File: config.mk
export PLATFORM = sky130hd
export DESIGN_NAME = alu_multicycle
export DESIGN_NICKNAME = d
export VERILOG_FILES = /design/src/rtl/alu_multicycle.sv
export SDC_FILE = /design/constraint.sdc
export NUM_CORES = 1
export LEC_CHECK = 0
export CAP_MARGIN = 20
export CELL_PAD_IN_SITES_DETAIL_PLACEMENT = 0
export CELL_PAD_IN_SITES_GLOBAL_PLACEMENT = 2
export CORE_ASPECT_RATIO = 1.25
export CORE_UTILIZATION = 36
export DETAILED_ROUTE_END_ITERATION = 12
export DONT_BUFFER_PORTS = 1
export HOLD_SLACK_MARGIN = 0.1
export PLACE_DENSITY = 0.83
export SYNTH_ARGS = -nofsm -noshare
export SYNTH_HDL_FRONTEND = slang
export SYNTH_SLANG_ARGS = --single-unit
File: constraint.sdc
create_clock -name clk -period 5.45 [get_ports clk]
set_clock_uncertainty 0.1 [all_clocks]
set_input_delay 1.09 -clock clk [delete_from_list [all_inputs] [get_ports clk]]
set_output_delay 1.09 -clock clk [all_outputs]
set_load 0.02 [all_outputs]
File: src/rtl/alu_multicycle.sv
// Multi-cycle integer ALU: single-cycle logic/arith/shift ops plus iterative MULTU/DIVU, valid/ready on both sides.
// Optional feature macro ALU_DIV_EN builds the restoring divider; without it DIVU is reported as an illegal code.
module alu_multicycle #(
  parameter int WIDTH = 32,
  parameter int SHW   = $clog2(WIDTH)
) (
  input  logic             clk,
  input  logic             reset,
  input  logic             in_valid,
  output logic             in_ready,
  input  logic [WIDTH-1:0] dataA,
  input  logic [WIDTH-1:0] dataB,
  input  logic [5:0]       Signal,
  output logic             out_valid,
  input  logic             out_ready,
  output logic [WIDTH-1:0] dataOut,
  output logic [WIDTH-1:0] hiOut,
  output logic             zero,
  output logic             ovf,
  output logic             err
);

  localparam int CW = $clog2(WIDTH);
  localparam logic [5:0] F_ADD   = 6'd32;
  localparam logic [5:0] F_SUB   = 6'd34;
  localparam logic [5:0] F_AND   = 6'd36;
  localparam logic [5:0] F_OR    = 6'd37;
  localparam logic [5:0] F_SLT   = 6'd42;
  localparam logic [5:0] F_SRL   = 6'd2;
  localparam logic [5:0] F_MULTU = 6'd25;
  localparam logic [5:0] F_DIVU  = 6'd27;

  typedef enum logic [1:0] {
    IDLE     = 2'd0,
    EXEC_MUL = 2'd1,
`ifdef ALU_DIV_EN
    EXEC_DIV = 2'd2,
`endif
    DONE     = 2'd3
  } state_t;

  state_t           state_r, next_s;
  logic             in_ready_r, out_valid_r;
  logic [CW-1:0]    cnt_r;
  logic [WIDTH-1:0] opd_r, hi_r, lo_r;
  logic             divz_r;
  logic [WIDTH-1:0] data_out_r, hi_out_r;
  logic             zero_r, ovf_r, err_r;

  logic             accept_s, is_mul_s, is_div_s, last_s;
  logic [WIDTH-1:0] sum_s, dif_s, res_s;
  logic             ovf_s, err_s, slt_s;
  logic [WIDTH:0]   mul_sum_s;
  logic [WIDTH-1:0] step_hi_s, step_lo_s;

  assign accept_s = in_valid & in_ready_r;
  assign is_mul_s = (Signal == F_MULTU);
`ifdef ALU_DIV_EN
  assign is_div_s = (Signal == F_DIVU);
`else
  assign is_div_s = 1'b0;
`endif
  assign last_s = (cnt_r == CW'(WIDTH-1));

  assign in_ready  = in_ready_r;
  assign out_valid = out_valid_r;
  assign dataOut   = data_out_r;
  assign hiOut     = hi_out_r;
  assign zero      = zero_r;
  assign ovf       = ovf_r;
  assign err       = err_r;

  // Single-cycle result from the live operands, latched on the accept edge
  always_comb begin
    sum_s = dataA + dataB;
    dif_s = dataA - dataB;
    // Differing signs decide SLT directly, so an overflowing A-B never misleads it
    slt_s = (dataA[WIDTH-1] ^ dataB[WIDTH-1]) ? dataA[WIDTH-1] : dif_s[WIDTH-1];
    res_s = {WIDTH{1'b0}};
    ovf_s = 1'b0;
    err_s = 1'b0;
    case (Signal)
      F_ADD: begin
        res_s = sum_s;
        ovf_s = (dataA[WIDTH-1] == dataB[WIDTH-1]) && (sum_s[WIDTH-1] != dataA[WIDTH-1]);
      end
      F_SUB: begin
        res_s = dif_s;
        ovf_s = (dataA[WIDTH-1] != dataB[WIDTH-1]) && (dif_s[WIDTH-1] != dataA[WIDTH-1]);
      end
      F_AND:   res_s = dataA & dataB;
      F_OR:    res_s = dataA | dataB;
      F_SLT:   res_s = {{(WIDTH-1){1'b0}}, slt_s};
      F_SRL:   res_s = dataA >> dataB[SHW-1:0];
      default: err_s = 1'b1;
    endcase
  end

`ifdef ALU_DIV_EN
  logic [WIDTH:0]   rext_s, ddif_s;
  logic             ge_s;
  logic [WIDTH-1:0] div_hi_s, div_lo_s;

  // Restoring divide step; a set rext_s[WIDTH] already guarantees rext_s >= divisor
  always_comb begin
    rext_s   = {hi_r, lo_r[WIDTH-1]};
    ddif_s   = rext_s - {1'b0, opd_r};
    ge_s     = rext_s[WIDTH] | ~ddif_s[WIDTH];
    div_hi_s = ge_s ? ddif_s[WIDTH-1:0] : rext_s[WIDTH-1:0];
    div_lo_s = {lo_r[WIDTH-2:0], ge_s};
  end
`endif

  // Shift-add multiply step and per-state selection of the iteration result
  always_comb begin
    mul_sum_s = {1'b0, hi_r} + (lo_r[0] ? {1'b0, opd_r} : {(WIDTH+1){1'b0}});
`ifdef ALU_DIV_EN
    if (state_r == EXEC_DIV) begin
      step_hi_s = div_hi_s;
      step_lo_s = div_lo_s;
    end else begin
      step_hi_s = mul_sum_s[WIDTH:1];
      step_lo_s = {mul_sum_s[0], lo_r[WIDTH-1:1]};
    end
`else
    step_hi_s = mul_sum_s[WIDTH:1];
    step_lo_s = {mul_sum_s[0], lo_r[WIDTH-1:1]};
`endif
  end

  // Next-state logic
  always_comb begin
    next_s = state_r;
    case (state_r)
      IDLE: begin
        if (!accept_s) begin
          next_s = IDLE;
        end else if (is_mul_s) begin
          next_s = EXEC_MUL;
`ifdef ALU_DIV_EN
        end else if (is_div_s) begin
          next_s = EXEC_DIV;
`endif
        end else begin
          next_s = DONE;
        end
      end
`ifdef ALU_DIV_EN
      EXEC_DIV,
`endif
      EXEC_MUL: begin
        if (last_s) next_s = DONE;
        else        next_s = state_r;
      end
      DONE: begin
        if (out_ready) next_s = IDLE;
        else           next_s = DONE;
      end
      default: next_s = IDLE;
    endcase
  end

  // State and handshake registers
  always_ff @(posedge clk or posedge reset) begin
    if (reset) begin
      state_r     <= IDLE;
      in_ready_r  <= 1'b1;
      out_valid_r <= 1'b0;
    end else begin
      state_r     <= next_s;
      in_ready_r  <= (next_s == IDLE);
      out_valid_r <= (next_s == DONE);
    end
  end

  // Operand capture, iteration registers and result/flag registers
  always_ff @(posedge clk or posedge reset) begin
    if (reset) begin
      cnt_r      <= {CW{1'b0}};
      opd_r      <= {WIDTH{1'b0}};
      hi_r       <= {WIDTH{1'b0}};
      lo_r       <= {WIDTH{1'b0}};
      divz_r     <= 1'b0;
      data_out_r <= {WIDTH{1'b0}};
      hi_out_r   <= {WIDTH{1'b0}};
      zero_r     <= 1'b0;
      ovf_r      <= 1'b0;
      err_r      <= 1'b0;
    end else begin
      case (state_r)
        IDLE: begin
          if (accept_s && (is_mul_s || is_div_s)) begin
            opd_r  <= is_mul_s ? dataA : dataB;
            lo_r   <= is_mul_s ? dataB : dataA;
            hi_r   <= {WIDTH{1'b0}};
            cnt_r  <= {CW{1'b0}};
            divz_r <= is_div_s && (dataB == {WIDTH{1'b0}});
          end else if (accept_s) begin
            data_out_r <= res_s;
            hi_out_r   <= {WIDTH{1'b0}};
            zero_r     <= (res_s == {WIDTH{1'b0}});
            ovf_r      <= ovf_s;
            err_r      <= err_s;
          end
        end
`ifdef ALU_DIV_EN
        EXEC_DIV,
`endif
        EXEC_MUL: begin
          hi_r  <= step_hi_s;
          lo_r  <= step_lo_s;
          cnt_r <= cnt_r + {{(CW-1){1'b0}}, 1'b1};
          if (last_s) begin
            data_out_r <= step_lo_s;
            hi_out_r   <= step_hi_s;
            zero_r     <= (step_lo_s == {WIDTH{1'b0}});
            ovf_r      <= 1'b0;
            err_r      <= divz_r;
          end
        end
        default: begin
        end
      endcase
    end
  end

endmodule

==> PnR_summary.wiki <==
{| class="wikitable"
! Metric !! Value
|-
| Run status || complete, no violations
|-
| Layout fillers || 4,199
|-
| Final-layout worst hold slack || 0.385 ns
|-
| Core region area || 41,300 um2
|-
| Clock tree from TritonCTS || yes
|-
| Hold Violations, Final || 0
|-
| Crit path buf inv count || 2
|-
| Class of the most critical hold timing path || reg2reg
|-
| Number of nets produced by synthesis || a little over 2,000
|-
| Register clock-pin slew on the reported worst setup and hold paths || 0.07 ns
|-
| Number of global-route vias before repair || 14,639
|-
| Port-buffer cells || 0
|-
| Actual slew at the worst max-slew pin || about 1.1 ns
|-
| Syn Inst Count || 1,802
|-
| Remaining design rule violation count || 0
|-
| Standard cell with the maximum stage delay on the critical path || or4_4
|-
| Deepest clock path buffer count || 2
|-
| Cell family with most CP delay || simple AND/OR/NAND/NOR gates
|-
| CP max stage delay || between 0.5 and 0.6 ns
|-
| Headroom to the max-slew limit || 29.2%
|-
| Overall routing resource usage || 30.1%
|-
| Tcrit/Tclk final || 98.4%
|-
| Post-synthesis cell type count || 91
|-
| Flip-flop and latch count after synthesis || 172
|-
| Required @ worst endpoint || 5.73 ns
|-
| Horizontal extent of the die || 186 um
|-
| Setup repair after global routing missed its margin || yes
|-
| Total die area || 42,900 um2
|-
| Ranking of synthesized cells by instance count || nand2_1 (268), dfrtp_1 (171), ha_1 (139), a21oi_1 (125), nor2_1 (112)
|-
| Placer congestion estimate || between 0.9 and 1
|-
| FF-to-FF path depth || 15
|-
| Clock root buffer || clkbuf_16
|-
| Final Net Count || between 2,000 and 2,500
|-
| Wire length of the first global-routing pass || 94,700 um
|-
| Initial DRT Pass Iterations || 5
|-
| Power after layout || 5.66 mW
|-
| Fraction of synthesized cell area taken by the top area cell type || 28.2%
|-
| Number of sinks handled by clock tree synthesis || 172
|-
| Initial Util || 36.7%
|-
| Post-CTS Hold Buffers || 0
|-
| Total setup violations reported at the end of the flow || 0
|-
| Post-DR wirelength/cell || roughly 26 um
|-
| Critical Path Start Type || input pin
|-
| Kind of end point of the critical path || flop
|-
| Setup Crit Path Kind || in2reg
|-
| Leakage || 8.34 nW
|-
| Part of the Yosys area used for sequential elements || 28.4%
|-
| Top-level I/O count || 143
|-
| Synthesis Warnings || 0
|-
| Total number of vias || 14,792
|-
| Half-perimeter wire length of the detailed placement result || ~49,000 um
|-
| Number of flops mapped to enable cells by yosys || 0
|-
| Total of max-cap violations || 0
|-
| Cell types with the largest area share after synthesis || dfrtp_1 (28%), ha_1 (11%), nand2_1 (6.6%), a21oi_1 (4.1%), mux4_2 (3.9%)
|-
| Number of antenna-violating nets in the routed design || 0
|-
| Antenna violations before repair || 1
|-
| Data arrival time of the critical path || around 5.7 ns
|-
| Number of stages on the worst setup path || 26
|-
| Post-synth ARST share || 100%
|-
| Number of buffers created by CTS || 17
|-
| Diodes inserted || 0
|-
| Largest net degree at the start of global routing || between 100 and 150
|-
| Pwr dens || 319 nW/um2
|-
| Post-detailed-route via-to-cell ratio || around 6
|-
| Source-to-sink clock delay at the later pin of the worst-skew pair || between 0.4 and 0.5 ns
|-
| Routed WL || approximately 64,000 um
|-
| Cell Area, Synth || roughly 15,000 um2
|-
| Synthesized area divided by synthesized cell count || 8.41 um2
|-
| Die Ht || 231 um
|-
| Area growth from synthesis to layout || 17.0%
|-
| Share of post-route cells with drive strength above 1 || between 10% and 20%
|-
| Remaining global-route overflow || 0
|-
| Post-route minimum period || 5.37 ns
|-
| Achievable Freq || 186 MHz
|-
| Count of cells along the worst hold path || 2
|-
| Critical path peak fanout || 7
|-
| Synth Flop Type || dfrtp_1
|-
| Total number of placement rows || 83
|-
| Most used standard cell by instance count after synthesis || nand2_1
|-
| CTS H-tree depth || 4
|-
| Cell taking the most area after synthesis || dfrtp_1
|-
| Final slew viol count || 0
|-
| Maximum vdd drop || about 0.24 mV
|-
| Number of DRC markers after the initial detailed-route iteration || 1,217
|}
## cells by family after synthesis
logic type      count (synthesis)  share of synthesized area (%)
mux                            98                           9.12
buf+inv                       206                           5.29
fa+ha+maj                     143                           12.0
flops                         172                           28.4
simple gates                  596                           18.3
compound gates                549                           24.7
xor+xnor                       38                           2.20
## state kept, by name, indices dropped and copies added (netlist names)
register,cells
dataOut,32
hiOut,32
hi_r,32
lo_r,32
opd_r,32
cnt_r,5
state_r,2
err,1
in_ready,1
out_valid,1
ovf,1
zero,1
## per-layer routing
metal / vias up / track usage [%] / part of all wire [%]
met5: - / 0 / 0
met4: 0 / 17.1 / 5.8
met3: 157 / 5.67 / 6.9
met2: 597 / 48.4 / 46
met1: 7249 / 37.4 / 41
li1: 6789 / - / -
## tightest hold or removal path, cell delays in order, from the launching register on
cell     delay [ns]
dfrtp_1        0.35
nand2_1        0.05
nand2_1        0.05
## power by group
group | total, mW | switching, mW | internal [mW]
combinational | 2.03 | 1.25 | 0.789
sequential | 2.37 | 0.712 | 1.65
clock | 1.26 | 0.611 | 0.651
## stage by stage
step / setup WS, ns / instances / setup TNS [ns] / cell area, um2 / utilization [%]
after floorplan: -0.383 / 1802 / -0.383 / 15200 / -
after global placement: -0.668 / 2412 / -0.668 / 16700 / 40.4
after detailed placement: -0.852 / 2412 / -0.852 / 16700 / 40.4
after CTS: 0.00566 / 2461 / 0 / 17600 / 42.6
after global routing: -0.142 / 2459 / -0.142 / 17700 / 42.9
final: 0.0850 / 2459 / 0 / 17700 / 42.9
## path summary, 6_finish.rpt
| check | start | to | slack (ns) |
|---|---|---|---|
| setup / recovery | dataA[1] | zero | 0.08 |
| hold / removal | hi_r[11] | hi_r[11] | 0.39 |
| setup reg to reg | lo_r[0] | hi_r[28] | 1.02 |
| hold reg to reg | hi_r[11] | hi_r[11] | 0.39 |
| max in group asynchronous | reset | lo_r[10] | 3.46 |
| min in group asynchronous | reset | dataOut[18] | 0.56 |
## final cells by class
type | instances | area, um2 | area share, %
clock buffers | 18 | 439 | 2.48
flip-flops and latches | 172 | 4310 | 24.3
well taps | 552 | 691 | 3.90
multi-input cells | 1424 | 10400 | 58.8
inverters | 108 | 434 | 2.45
clock inverters | 14 | 136 | 0.769
repair buffers | 171 | 1300 | 7.36
## cell usage in the layout (no fill, tap or decap), drive strengths merged, types with 21 or more instances in the layout
| cell type | n |
|---|---|
| mux4 | 26 |
| nor4 | 24 |
| buf | 171 |
| nor3 | 26 |
| xnor2 | 30 |
| inv | 111 |
| a22oi | 53 |
| nand2 | 268 |
| a21oi | 126 |
| nand3 | 32 |
| nor2 | 112 |
| a21o | 31 |
| ha | 139 |
| and2 | 49 |
| mux2 | 48 |
| a211oi | 21 |
| dfrtp | 171 |
| o21ai | 102 |
| mux2i | 24 |
## what timing repair did
item                                    CTS  global route
pin swaps                                29            30
gates resized for setup                  35            35
buffers inserted                         17             0
endpoints found under the setup margin    1             2
(Power assumes the default switching activity.)
